--- src/rtl/dcim_shift_acc.sv ---
// dcim_shift_acc
//   Bit-serial shift-and-add accumulator fed by the macro adder tree. Each live
//   cycle delivers one signed partial sum for bit-plane `sel`. The block weights
//   it by 2^sel, optionally negates the MSB plane (two's-complement input), and
//   emits one full-precision MAC result per operation.
//
// Ports
//   clk      in   1       clock, all state updates on posedge
//   rstn     in   1       asynchronous active-low reset
//   sel      in   6       bit-plane index from gctrl
//   st       in   1       gctrl status: 1 = idle/done, 0 = busy (psum valid)
//   inwidth  in   1       0 = 12-bit operand (msb 11), 1 = 24-bit operand (msb 23)
//   psum     in   PSUM_W  signed partial sum for plane sel
//   result   out  ACC_W   signed MAC result, held until the next completion
//   out_vld  out  1       one-cycle pulse: result updated
//   seq_err  out  1       one-cycle pulse: plane sequence violated, op discarded
module dcim_shift_acc #(
  parameter int PSUM_W = 10,
  parameter int ACC_W  = 36,
  parameter int SIGNED = 1
) (
  input  logic                     clk,
  input  logic                     rstn,
  input  logic [5:0]               sel,
  input  logic                     st,
  input  logic                     inwidth,
  input  logic signed [PSUM_W-1:0] psum,
  output logic signed [ACC_W-1:0]  result,
  output logic                     out_vld,
  output logic                     seq_err
);

  localparam logic [5:0] MSB_12 = 6'd11;
  localparam logic [5:0] MSB_24 = 6'd23;

  typedef enum logic {IDLE, ACC} state_t;

  state_t                    state;
  logic signed [ACC_W-1:0]   acc;
  logic [5:0]                exp_sel;
  logic [5:0]                msb_l;

  logic                      live;
  logic                      neg_plane;
  logic signed [ACC_W-1:0]   term;

  // Sign-extend the partial sum, weight it by 2^s and negate on the MSB plane.
  function automatic logic signed [ACC_W-1:0] weight_term(
    input logic signed [PSUM_W-1:0] p,
    input logic [5:0]               s,
    input logic                     neg
  );
    logic signed [ACC_W-1:0] ext;
    logic signed [ACC_W-1:0] shf;
    ext = {{(ACC_W-PSUM_W){p[PSUM_W-1]}}, p};
    shf = ext <<< s;
    return neg ? -shf : shf;
  endfunction

  assign live = ~st;

  // Plane 0 can never be the MSB plane, so the negation only matters in ACC
  // where msb_l has already been latched for this operation.
  assign neg_plane = (SIGNED != 0) && (state == ACC) && (sel == msb_l);
  assign term      = weight_term(psum, sel, neg_plane);

  // ---- accumulate / complete stage ----
  always_ff @(posedge clk or negedge rstn) begin
    if (!rstn) begin
      state   <= IDLE;
      acc     <= '0;
      exp_sel <= '0;
      msb_l   <= MSB_12;
      result  <= '0;
      out_vld <= 1'b0;
      seq_err <= 1'b0;
    end else begin
      out_vld <= 1'b0;
      seq_err <= 1'b0;
      case (state)
        IDLE: begin
          if (live) begin
            if (sel == 6'd0) begin
              acc     <= term;
              exp_sel <= 6'd1;
              msb_l   <= inwidth ? MSB_24 : MSB_12;
              state   <= ACC;
            end else begin
              seq_err <= 1'b1;
            end
          end
        end
        ACC: begin
          if (!live) begin
            // gctrl went idle before the MSB plane: drop silently.
            acc   <= '0;
            state <= IDLE;
          end else if (sel != exp_sel) begin
            // A stray sel==0 here is an error too; it does not restart.
            seq_err <= 1'b1;
            acc     <= '0;
            state   <= IDLE;
          end else if (sel == msb_l) begin
            result  <= acc + term;
            out_vld <= 1'b1;
            acc     <= '0;
            state   <= IDLE;
          end else begin
            acc     <= acc + term;
            exp_sel <= exp_sel + 6'd1;
          end
        end
        default: begin
          acc   <= '0;
          state <= IDLE;
        end
      endcase
    end
  end

endmodule

--- config.mk ---
export PLATFORM = sky130hd
export DESIGN_NAME = dcim_shift_acc
export DESIGN_NICKNAME = d
export VERILOG_FILES = /design/src/rtl/dcim_shift_acc.sv
export SDC_FILE = /design/constraint.sdc
export NUM_CORES = 1
export LEC_CHECK = 0
export CAP_MARGIN = 40
export CORE_MARGIN = 8
export CORE_UTILIZATION = 40
export CTS_BUF_LIST = sky130_fd_sc_hd__clkbuf_8
export CTS_CLUSTER_SIZE = 20
export DETAILED_ROUTE_END_ITERATION = 7
export PLACE_DENSITY = 0.64
export SETUP_SLACK_MARGIN = 0.2
export SLEW_MARGIN = 10
export SYNTH_ARGS = -nofsm -noshare
export SYNTH_HDL_FRONTEND = slang
export SYNTH_SLANG_ARGS = --single-unit
--- constraint.sdc ---
create_clock -name clk -period 6.4 [get_ports clk]
set_input_delay 1.28 -clock clk [delete_from_list [all_inputs] [get_ports clk]]
set_output_delay 1.28 -clock clk [all_outputs]
set_load 0.1 [all_outputs]
==> results.ini, run 1 <==
[clocking]
max-clock-path-buffers=2
cts_made_buffers=9
cts.clk_slew.worst_paths_ns=0.09
clk_latency_ns=0.38
clkSinkCount=83
cts_tree=yes
cts-root-buf=clkbuf_8
h-tree-depth=3
cts_hold_buf=0

[global_routing]
grt.total_usage_pct=20.4
grt_pass1_vias=7697
grt_pass1_wl_microns=39400
globalRouteOverflowTotal=0
grt_max_degree=39
antenna_found_initial=0

[layout]
final_cell_area_sq_um=10500
fin_cells=1364
n_antenna_cell=0
fill_cells=1626
nets=1184
syn_to_final_growth_pct=40.8
drive_gt1_share_pct=29.7

[die]
dieArea_sq_um=23300
io_pins=58
rows=50
die_y_microns=153
initial_core_util_pct=40.3
coreArea_sq_um=18500
fp.dieW_microns=153

[yosys]
synth_flop_cell=dfrtp_1
ys_warn_count=0
syn_inst=895
syn_area_sq_um=7470
syn_avg_cell_area_sq_um=8.34
async_reset_ff_share_pct=100
synth_nets=954
ys_seq_elements=83
seq_area_frac_synth_pct=27.8
ys_types=89
synth_edf_count=0

[sta]
period_share_pct=94.0
setup_violations=0
final_max_slew_viol_count=0
hold_slack_ns=0.488
tightestPinTransition_ns=0.843
tns_ns=0
hold_violations=0
rsz0062_at_grt=no
finalClockSkew_ns=0.00946
fin_crit_ns=6.02
max_clock_freq_mhz=166
slew_headroom_pct=43.2

[setup_path]
crit_start=sel[2]
cp-end-kind=flop
max_stage_delay_ns=0.61
crit_fanout=18
r2r-start=msb_l[2]$_DFFE_PN0P_
worstSetupPathType=in -> reg
crit_path_start_kind=input pin
critPathSlowestCell=or4b_4
r2r_setup_slack_ns=1.82
path_cells=clkdlybuf4s50_1, buf_12, buf_4, inv_1, nand2_1, o22ai_2, a21oi_1, or4_4, or4b_4, a21o_1, o31ai_1, ha_1, a21o_1, a21o_1, a221oi_2, o21a_1, o21ai_2, o41ai_2, buf_4, xor2_2, nor2_1, o22a_1
cp.required_ns=6.67
regToRegEndpoint=acc[33]$_DFFE_PN0P_
crit_path_end=acc[33]$_DFFE_PN0P_
crit_top_cell=a21o_1
cp.arrival_ns=6.29
reg2regPathDepth=18

[hold_path]
min_path_cells=2
timing.hold.worst.class=reg -> reg

[placed_design]
post_dp_cell_area_sq_um=9970
place_inst=1340
dp_hpwl_microns=18700
place.gp.congestion=0.895
port_buffers=57

[run]
cap_violations=0

[outcome]
status=finished clean

[routing]
drt_wl_total_microns=24100
drtIter0Drc=676
drt_pass1_iterations=5
postRouteAntennaNets=0
vias=7685
avgViaCountPerCell=5.63
drcViolationCount=0
post_drt_wl_per_cell_microns=17.7

[power]
p_leak_nw=4.88
cellPowerDensity_nw_per_um2=194
total_power_mw=2.05
ir_drop_mv=0.205

==> state kept, by name (all words and copies together) (netlist names) <==
| register | flops |
|---|---|
| acc | 36 |
| seq_err | 1 |
| msb_l | 2 |
| exp_sel | 6 |
| result | 36 |
| state | 1 |
| out_vld | 1 |
==> cell usage after synthesis, types with 6 or more instances <==
cell type	n	area share, %
nor2_1	117	5.9
a21oi_1	84	5.6
dfrtp_1	82	27
nand2_1	77	3.9
o21ai_0	49	3.3
xnor2_1	40	4.7
ha_1	38	6.4
clkbuf_1	34	1.7
mux2_2	32	4.8
xor2_1	32	3.8
inv_1	23	1.2
a21o_1	19	1.9
mux2i_1	17	2.3
a31oi_1	16	1.3
nand3_1	15	1.0
nand2b_1	11	0.92
nor3_1	10	0.67
o21a_1	10	1.0
nor2b_1	9	0.75
o22a_1	9	1.1
mux4_2	8	2.4
nor3b_1	8	0.80
o211ai_1	8	0.80
buf_2	7	0.47
nand4_1	7	0.59
o21bai_1	7	0.70
o22ai_1	7	0.59
a211oi_1	6	0.60
and2_1	6	0.50
nor4_1	6	0.50
==> power by group <==
part           leakage, nW  internal, mW  total, mW  switching [mW]
clock                0.112         0.220      0.433           0.213
sequential            1.09         0.594      0.646          0.0520
combinational         3.68         0.465      0.966           0.501
total                 4.88          1.28       2.05           0.766
==> metal layers <==
layer,vias to the layer above,part of all wire [%],GRT usage (%)
li1,3719,-,-
met4,0,1.8,5.89
met2,247,47,33.6
met1,3691,45,26.6
met5,-,0,0
met3,28,5.8,3.89
==> worst min-delay path by stage <==
stage / slack (ns) / to / from
5_1_grt: 0.53 / result[1]$_DFFE_PN0P_ / result[1]$_DFFE_PN0P_
3_3_place_gp: 0.46 / result[10]$_DFFE_PN0P_ / result[10]$_DFFE_PN0P_
4_1_cts: 0.49 / result[33]$_DFFE_PN0P_ / result[33]$_DFFE_PN0P_
2_1_floorplan: 0.47 / acc[5]$_DFFE_PN0P_ / acc[5]$_DFFE_PN0P_
6_report: 0.49 / result[33]$_DFFE_PN0P_ / result[33]$_DFFE_PN0P_
3_5_place_dp: 0.47 / result[33]$_DFFE_PN0P_ / result[33]$_DFFE_PN0P_
==> critical path, delay by kind of cell <==
kind	cells	cell delay [ns]
AO/OA/AOI/OAI	11	2.06
AND/OR/NAND/NOR	4	1.35
buffers and inverters	5	1.10
adder cells (fa/ha/maj)	1	0.33
XOR/XNOR	1	0.15
==> cell families after synthesis <==
logic type               Yosys count  synth area share (%)
flip-flops                        83                  27.8
multiplexers                      61                  10.3
adder cells (fa/ha/maj)           39                  6.64
AO/OA/AOI/OAI                    271                  23.8
AND/OR/NAND/NOR                  294                  18.7
buffers and inverters             75                  4.31
XOR/XNOR                          72                  8.45
==> area by class of cell <==
class	instances	area (sq um)	share of cell area, %
clock buffer	9	124	1.18
clock inverter	7	92.6	0.880
inverter	25	93.8	0.892
multi-input combinational	737	5310	50.5
sequential	83	2080	19.8
tap	234	293	2.78
timing repair buffer	269	2520	24.0
==> per-stage QoR <==
stage / utilization (%) / setup slack (ns)
2_1_floorplan: - / 0.205
3_3_place_gp: 50.6 / -0.150
3_5_place_dp: 53.9 / -0.203
4_1_cts: 55.1 / 0.205
5_1_grt: 56.8 / 0.140
6_report: 56.8 / 0.383
==> cells in the final DEF (no fill, tap or decap), drive strengths merged, types with 9 or more instances in the layout <==
| cell | Yosys | final |
|---|---|---|
| o22a | 9 | 9 |
| clkbuf | 35 | 9 |
| buf | 15 | 212 |
| nand2 | 78 | 78 |
| nand2b | 11 | 11 |
| a21oi | 85 | 85 |
| dfrtp | 82 | 82 |
| mux2 | 35 | 35 |
| nor2 | 119 | 119 |
| o21ai | 54 | 54 |
| mux2i | 18 | 18 |
| xor2 | 32 | 32 |
| ha | 38 | 38 |
| inv | 23 | 26 |
| nand3 | 15 | 15 |
| clkdlybuf4s50 | 0 | 52 |
| nor3 | 10 | 10 |
| xnor2 | 40 | 40 |
| nor2b | 9 | 9 |
| o21a | 10 | 10 |
| a31oi | 16 | 16 |
| a21o | 19 | 19 |
==> what timing repair did <==
action | 4_1_cts | 5_1_grt
endpoints found under the setup margin | 2 | 31
resized for setup | 1 | 63
buffers inserted | 0 | 8
pin swaps | 0 | 16
(Power assumes the default switching activity.)
==> run 2: changes to the inputs <==
--- a/config.mk
+++ b/config.mk
@@ -7,13 +7,12 @@
 export LEC_CHECK = 0
 export CAP_MARGIN = 40
 export CORE_MARGIN = 8
-export CORE_UTILIZATION = 40
+export CORE_UTILIZATION = 36
 export CTS_BUF_LIST = sky130_fd_sc_hd__clkbuf_8
 export CTS_CLUSTER_SIZE = 20
 export DETAILED_ROUTE_END_ITERATION = 7
-export PLACE_DENSITY = 0.64
+export PLACE_DENSITY = 0.6
 export SETUP_SLACK_MARGIN = 0.2
-export SLEW_MARGIN = 10
 export SYNTH_ARGS = -nofsm -noshare
 export SYNTH_HDL_FRONTEND = slang
 export SYNTH_SLANG_ARGS = --single-unit
==> results.ini, run 2 (synthesis gave the netlist of run 1 again) <==
[outcome]
status=finished clean  ; unchanged

[global_routing]
grt_max_degree=59  ; was 39
busiest_layer=met2  ; unchanged
met2_usage_pct=31.9  ; was 33.6%
use_met1_pct=25.3  ; was 26.6%
antenna_found_initial=0  ; unchanged
globalRouteOverflowTotal=0  ; unchanged
grtUsageMet3_pct=2.65  ; was 3.89%
grt.total_usage_pct=19.1  ; was 20.4%
grt_pass1_vias=7657  ; was 7,697
grt_pass1_wl_microns=40200  ; was 39,400 microns

[power]
p_int_mw=1.26  ; was 1.28 mW
pwr-share-seq_pct=32.5  ; was 31.6%
p_sw_share_pct=36.2  ; was 37.5%
p_leak_nw=4.89  ; was 4.88 nW
ir_drop_mv=0.138  ; was 0.205 mV
cellPowerDensity_nw_per_um2=189  ; was 194 nW/um^2
p_sw_uw=717  ; was 766 uW
total_power_mw=1.98  ; was 2.05 mW
clkPwrFrac_pct=20.4  ; was 21.2%
p_comb_share_pct=47.0  ; was 47.2%

[setup_path]
cp-end-kind=flop  ; unchanged
r2r_setup_slack_ns=1.78  ; was 1.82 ns
crit_path_start_kind=input pin  ; unchanged
regToRegEndpoint=acc[34]$_DFFE_PN0P_  ; was acc[33]$_DFFE_PN0P_
crit_fanout=16  ; was 18
reg2regPathDepth=19  ; was 18
cp.required_ns=6.71  ; was 6.67 ns
worstSetupPathType=in -> reg  ; unchanged
r2r-start=msb_l[2]$_DFFE_PN0P_  ; unchanged
cp.arrival_ns=6.28  ; was 6.29 ns

[sta]
max_clock_freq_mhz=167  ; was 166 MHz
period_share_pct=93.3  ; was 94.0%
tightestPinTransition_ns=0.905  ; was 0.843 ns
tns_ns=0  ; unchanged
hold_violations=0  ; unchanged
finalClockSkew_ns=0.00770  ; was 0.00946 ns
rsz0062_at_grt=no  ; unchanged
layout_setup_ws_ns=0.428  ; was 0.383 ns
fin_crit_ns=5.97  ; was 6.02 ns
final_max_slew_viol_count=0  ; unchanged
setup_violations=0  ; unchanged
slew_headroom_pct=39.1  ; was 43.2%

[routing]
drtIter0Drc=459  ; was 676
drt_wl_total_microns=24100  ; about the same
postRouteAntennaNets=0  ; unchanged
post_drt_wl_per_cell_microns=17.2  ; was 17.7 microns
avgViaCountPerCell=5.36  ; was 5.63
vias=7531  ; was 7,685
drcViolationCount=0  ; unchanged
drt_pass1_iterations=5  ; unchanged

[die]
rows=52  ; was 50
initial_core_util_pct=36.8  ; was 40.3%
fp.dieW_microns=160  ; was 153 microns
io_pins=58  ; unchanged
dieArea_sq_um=25600  ; was 23,300 sq um
die_y_microns=160  ; was 153 microns
coreArea_sq_um=20300  ; was 18,500 sq um

[clocking]
cts_tree=yes  ; unchanged
cts_made_buffers=9  ; unchanged
cts.clk_slew.worst_paths_ns=0.08  ; was 0.09 ns
max-clock-path-buffers=2  ; unchanged
clk_latency_ns=0.37  ; was 0.38 ns
h-tree-depth=3  ; unchanged
cts_hold_buf=0  ; unchanged
cts-root-buf=clkbuf_8  ; unchanged
clkSinkCount=83  ; unchanged

[placed_design]
dp_hpwl_microns=19100  ; was 18,700 microns
post_dp_cell_area_sq_um=10200  ; was 9970 sq um
place.gp.congestion=0.953  ; was 0.895
port_buffers=57  ; unchanged
dp_slack_ns=-0.287  ; was -0.203 ns

[layout]
n_antenna_cell=0  ; unchanged
drive_gt1_share_pct=27.9  ; was 29.7%
reg_top3=acc (36), result (36), exp_sel (6)  ; unchanged
final_cell_mix=buf_4 (178), nor2_1 (117), a21oi_1 (83), dfrtp_1 (82), nand2_1 (77)  ; was buf_4 (167), nor2_1 (117), dfrtp_1 (82), a21oi_1 (80), nand2_1 (76)
nets=1190  ; was 1,184
syn_to_final_growth_pct=40.0  ; was 40.8%
fill_cells=1909  ; was 1,626
final_cell_area_sq_um=10500  ; about the same
final_common_cell=buf_4  ; unchanged

[run]
cap_violations=0  ; unchanged

[hold_path]
min_path_cells=2  ; unchanged
holdCritStartpoint=result[10]$_DFFE_PN0P_  ; was result[33]$_DFFE_PN0P_
hold_path_end=result[10]$_DFFE_PN0P_  ; was result[33]$_DFFE_PN0P_
timing.hold.worst.class=reg -> reg  ; unchanged

==> run 2: changes by cell type in the layout (fill, tap and decap cells not counted), moves of 4 or more <==
cell	before	now
buf_16	0	5
mux2i_1	9	13
buf_8	39	34
buf_4	167	178
==> run 2: worst max path at each step <==
stage	from	end
2_1_floorplan	sel[2]	acc[34]$_DFFE_PN0P_
3_3_place_gp	sel[0]	acc[33]$_DFFE_PN0P_
3_5_place_dp	sel[0]	acc[35]$_DFFE_PN0P_
4_1_cts	sel[2]	acc[34]$_DFFE_PN0P_
5_1_grt	sel[2]	result[29]$_DFFE_PN0P_
6_report	sel[2]	acc[29]$_DFFE_PN0P_
==> run 2: critical path: stages <==
cell and delay, ns:
clkdlybuf4s50_1 0.53, buf_12 0.17, mux2_2 0.34, mux4_2 0.56, buf_4 0.17, nand2_1 0.05, nand4_1 0.11, a21boi_2 0.17
and4b_2 0.30, nor2b_2 0.17, a21oi_1 0.08, xnor2_1 0.15, ha_1 0.40, and4_1 0.26, buf_4 0.12, o2111ai_1 0.09
o21a_2 0.25, buf_4 0.14, o21bai_1 0.20, a21boi_1 0.12, o21bai_1 0.17, xor2_1 0.21, o221a_2 0.22
==> run 2: per-layer routing <==
| layer | vias to the layer above | wire, microns |
|---|---|---|
| li1 | 3712 | - |
| met5 | - | 0 |
| met1 | 3611 | 11100 |
| met2 | 177 | 11400 |
| met3 | 31 | 1170 |
| met4 | 0 | 421 |
==> run 2: repair_timing <==
action | in CTS | in global routing
pin swaps | 0 | 5
gates resized for setup | 2 | 29
setup endpoints to repair | 6 | 20
setup buffers | 0 | 0
cloned | 0 | 0
==> run 2: metrics by stage <==
step	utilization [%]	std cells	hold slack (ns)
after floorplan	-	895	0.471
after global placement	46.9	1351	0.465
after detailed placement	50.1	1390	0.471
after CTS	51.0	1404	0.489
after global routing	51.5	1404	0.518
final	51.5	1404	0.486
==> run 2: area by class of cell <==
cell class / count / area [sq um] / area share [%]
Clock buffer: 9 / 124 / 1.18
Tap cell: 270 / 338 / 3.23
Inverter: 25 / 93.8 / 0.897
Clock inverter: 5 / 72.6 / 0.694
Sequential cell: 83 / 2080 / 19.9
Multi-Input combinational cell: 737 / 5160 / 49.3
Timing Repair Buffer: 275 / 2590 / 24.8
==> run 2: power by group through the flow <==
| stage | sequential, mW | clock (mW) | combinational, mW |
|---|---|---|---|
| final | 0.643 | 0.404 | 0.930 |
| after global routing | 0.651 | 0.439 | 1.02 |
| after CTS | 0.643 | 0.421 | 0.912 |
| after detailed placement | 0.653 | 0 | 0.905 |
| after global placement | 0.652 | 0 | 0.896 |
| after floorplan | 0.639 | 0 | 0.550 |
==> run 3: changes to the inputs <==
--- a/config.mk
+++ b/config.mk
@@ -6,12 +6,13 @@
 export NUM_CORES = 1
 export LEC_CHECK = 0
 export CAP_MARGIN = 40
-export CORE_MARGIN = 8
+export CORE_MARGIN = 1.5
 export CORE_UTILIZATION = 36
 export CTS_BUF_LIST = sky130_fd_sc_hd__clkbuf_8
 export CTS_CLUSTER_SIZE = 20
 export DETAILED_ROUTE_END_ITERATION = 7
-export PLACE_DENSITY = 0.6
+export DONT_BUFFER_PORTS = 1
+export PLACE_DENSITY = 0.56
 export SETUP_SLACK_MARGIN = 0.2
 export SYNTH_ARGS = -nofsm -noshare
 export SYNTH_HDL_FRONTEND = slang
==> results.ini, run 3 (synthesis gave the netlist of run 1 again) <==
[layout]
final_cell_area_sq_um=8840  ; was 10,500 sq um
final_common_cell=nor2_1  ; was buf_4
nets=980  ; was 1,190
fill_cells=2014  ; was 1,909
drive_gt1_share_pct=16.5  ; was 27.9%
final_cell_mix=nor2_1 (116), a21oi_1 (84), dfrtp_1 (82), nand2_1 (77), o21ai_0 (49)  ; was buf_4 (178), nor2_1 (117), a21oi_1 (83), dfrtp_1 (82), nand2_1 (77)
regArea_sq_um=2080  ; unchanged
fin_cells=1196  ; was 1,404
syn_to_final_growth_pct=18.4  ; was 40.0%
n_antenna_cell=0  ; unchanged
multi_input_area_sq_um=5090  ; was 5160 sq um
reg_top3=acc (36), result (36), exp_sel (6)  ; unchanged

[sta]
slew_headroom_pct=40.1  ; was 39.1%
finalClockSkew_ns=0.0120  ; was 0.00770 ns
layout_setup_ws_ns=0.488  ; was 0.428 ns
hold_violations=0  ; unchanged
final_max_slew_viol_count=0  ; unchanged
max_clock_freq_mhz=169  ; was 167 MHz
tightestPinTransition_ns=0.899  ; was 0.905 ns
setup_violations=0  ; unchanged
period_share_pct=92.4  ; was 93.3%
rsz0062_at_grt=no  ; unchanged
tns_ns=0  ; unchanged
fin_crit_ns=5.91  ; was 5.97 ns
hold_slack_ns=0.509  ; was 0.486 ns

[routing]
drtIter0Drc=637  ; was 459
avgViaCountPerCell=5.68  ; was 5.36
drt_wl_total_microns=21600  ; was 24,100 microns
drcViolationCount=0  ; unchanged
vias=6794  ; was 7,531
postRouteAntennaNets=0  ; unchanged
drt_pass1_iterations=6  ; was 5
post_drt_wl_per_cell_microns=18.1  ; was 17.2 microns

[die]
initial_core_util_pct=36.8  ; unchanged
rows=52  ; unchanged
io_pins=58  ; unchanged
fp.dieW_microns=147  ; was 160 microns
dieArea_sq_um=21600  ; was 25,600 sq um
die_y_microns=147  ; was 160 microns
coreArea_sq_um=20300  ; unchanged

[setup_path]
reg2regPathDepth=18  ; was 19
crit_top_cell=a21o_1  ; was buf_4
critPathSlowestCell=or4b_4  ; was mux4_2
max_stage_delay_ns=0.57  ; was 0.56 ns
cp.required_ns=6.73  ; was 6.71 ns
worstSetupPathType=in -> reg  ; unchanged
crit_path_start_kind=input pin  ; unchanged
crit_fanout=40  ; was 16
path_cells=mux2_1, a221o_1, o2bb2ai_2, nor3b_1, a31oi_1, or4b_4, nor4b_2, o21ai_1, a31o_1, ha_1, a21o_1, a21o_1, a21o_1, a21oi_1, o31ai_1, a31oi_1, o21ai_0, mux2_2, nor2_1  ; was clkdlybuf4s50_1, buf_12, mux2_2, mux4_2, buf_4, nand2_1, nand4_1, a21boi_2, and4b_2, nor2b_2, a21oi_1, xnor2_1, ha_1, and4_1, buf_4, o2111ai_1, o21a_2, buf_4, o21bai_1, a21boi_1, o21bai_1, xor2_1, o221a_2
cp-end-kind=flop  ; unchanged
cp.arrival_ns=6.25  ; was 6.28 ns

[global_routing]
met2_usage_pct=33.6  ; was 31.9%
grt.total_usage_pct=20.6  ; was 19.1%
busiest_layer=met2  ; unchanged
grt_pass1_wl_microns=35400  ; was 40,200 microns
antenna_found_initial=0  ; unchanged
grt_pass1_vias=6468  ; was 7,657
use_met1_pct=28.3  ; was 25.3%
globalRouteOverflowTotal=0  ; unchanged
grt_max_degree=84  ; was 59
grtUsageMet3_pct=3.82  ; was 2.65%

[power]
p_sw_uw=688  ; was 717 uW
ir_drop_mv=0.141  ; was 0.138 mV
pwr-share-seq_pct=35.4  ; was 32.5%
clkPwrFrac_pct=25.9  ; was 20.4%
p_leak_nw=3.94  ; was 4.89 nW
p_comb_share_pct=38.7  ; was 47.0%
p_sw_share_pct=37.9  ; was 36.2%
cellPowerDensity_nw_per_um2=205  ; was 189 nW/um^2
p_int_mw=1.13  ; was 1.26 mW

[placed_design]
post_dp_cell_area_sq_um=8590  ; was 10,200 sq um
place_inst=1180  ; was 1,390
port_buffers=0  ; was 57
dp_slack_ns=0.144  ; was -0.287 ns
place.gp.congestion=0.928  ; was 0.953
dp_hpwl_microns=16200  ; was 19,100 microns

[clocking]
cts_tree=yes  ; unchanged
cts_made_buffers=9  ; unchanged
cts.repair.resized=0  ; was 2
h-tree-depth=3  ; unchanged
cts.clk_slew.worst_paths_ns=0.10  ; was 0.08 ns
cts-root-buf=clkbuf_8  ; unchanged
cts_setup_buffers=0  ; unchanged
cts_hold_buf=0  ; unchanged
max-clock-path-buffers=2  ; unchanged
clkSinkCount=83  ; unchanged
clk_latency_ns=0.40  ; was 0.37 ns

[run]
cap_violations=0  ; unchanged

[hold_path]
min_path_cells=1  ; was 2
timing.hold.worst.class=reg -> reg  ; unchanged

[outcome]
status=finished clean  ; unchanged

[run 3: cell types whose count changed in the layout (fill, tap and decap cells not counted), moves of 3 or more]
cell             before  now
buf_16                5   26
buf_4               178   37
buf_8                34    0
clkdlybuf4s50_1      50    0
dlymetal6s2s_1        4    0
inv_6                 0    3
mux2i_1              13   16
o21ai_0              44   49
o21ai_1               8    5
[run 3: per-layer routing]
| layer | part of all wire, % | up-vias |
|---|---|---|
| met1 | 46 | 3253 |
| met5 | 0 | - |
| met4 | 1.7 | 0 |
| met3 | 5.3 | 41 |
| met2 | 47 | 196 |
| li1 | - | 3304 |
[run 3: final timing paths]
check / startpoint / to / slack, ns
max in group asynchronous: rstn / msb_l[3]$_DFFE_PN1P_ / 5.56
worst min register to register: acc[7]$_DFFE_PN0P_ / acc[7]$_DFFE_PN0P_ / 0.51
worst max-delay path: sel[1] / acc[34]$_DFFE_PN0P_ / 0.49
worst max register to register: msb_l[2]$_DFFE_PN0P_ / acc[34]$_DFFE_PN0P_ / 1.44
min in group asynchronous: rstn / result[35]$_DFFE_PN0P_ / 0.56
worst min-delay path: acc[7]$_DFFE_PN0P_ / acc[7]$_DFFE_PN0P_ / 0.51
[run 3: layout make-up]
| cell class | instances | share of cell area, % |
|---|---|---|
| multi-input cells | 737 | 57.6 |
| flip-flops and latches | 83 | 23.5 |
| repair buffers | 65 | 11.4 |
| well taps | 270 | 3.82 |
| clock buffers | 9 | 1.40 |
| clock inverters | 7 | 1.19 |
| inverters | 25 | 1.06 |
[run 3: worst max-delay path: cells and delay by family]
family,cells,cell delay (ns)
AND/OR/NAND/NOR,4,1.49
multiplexers,2,0.66
adder cells (fa/ha/maj),1,0.33
AO/OA/AOI/OAI,12,2.49
[run 3: metrics by stage]
step	utilization, %	power, mW
final	43.5	1.82
after global routing	43.5	1.94
after CTS	43.5	1.83
after detailed placement	42.3	1.35
after global placement	38.7	1.34
after floorplan	-	1.19
[run 3: power groups by stage]
stage | clock network [mW] | logic [mW] | registers (mW)
floorplan | 0 | 0.550 | 0.639
global placement | 0 | 0.690 | 0.653
detailed placement | 0 | 0.692 | 0.654
CTS | 0.487 | 0.695 | 0.643
global route | 0.505 | 0.781 | 0.653
finish | 0.471 | 0.702 | 0.643
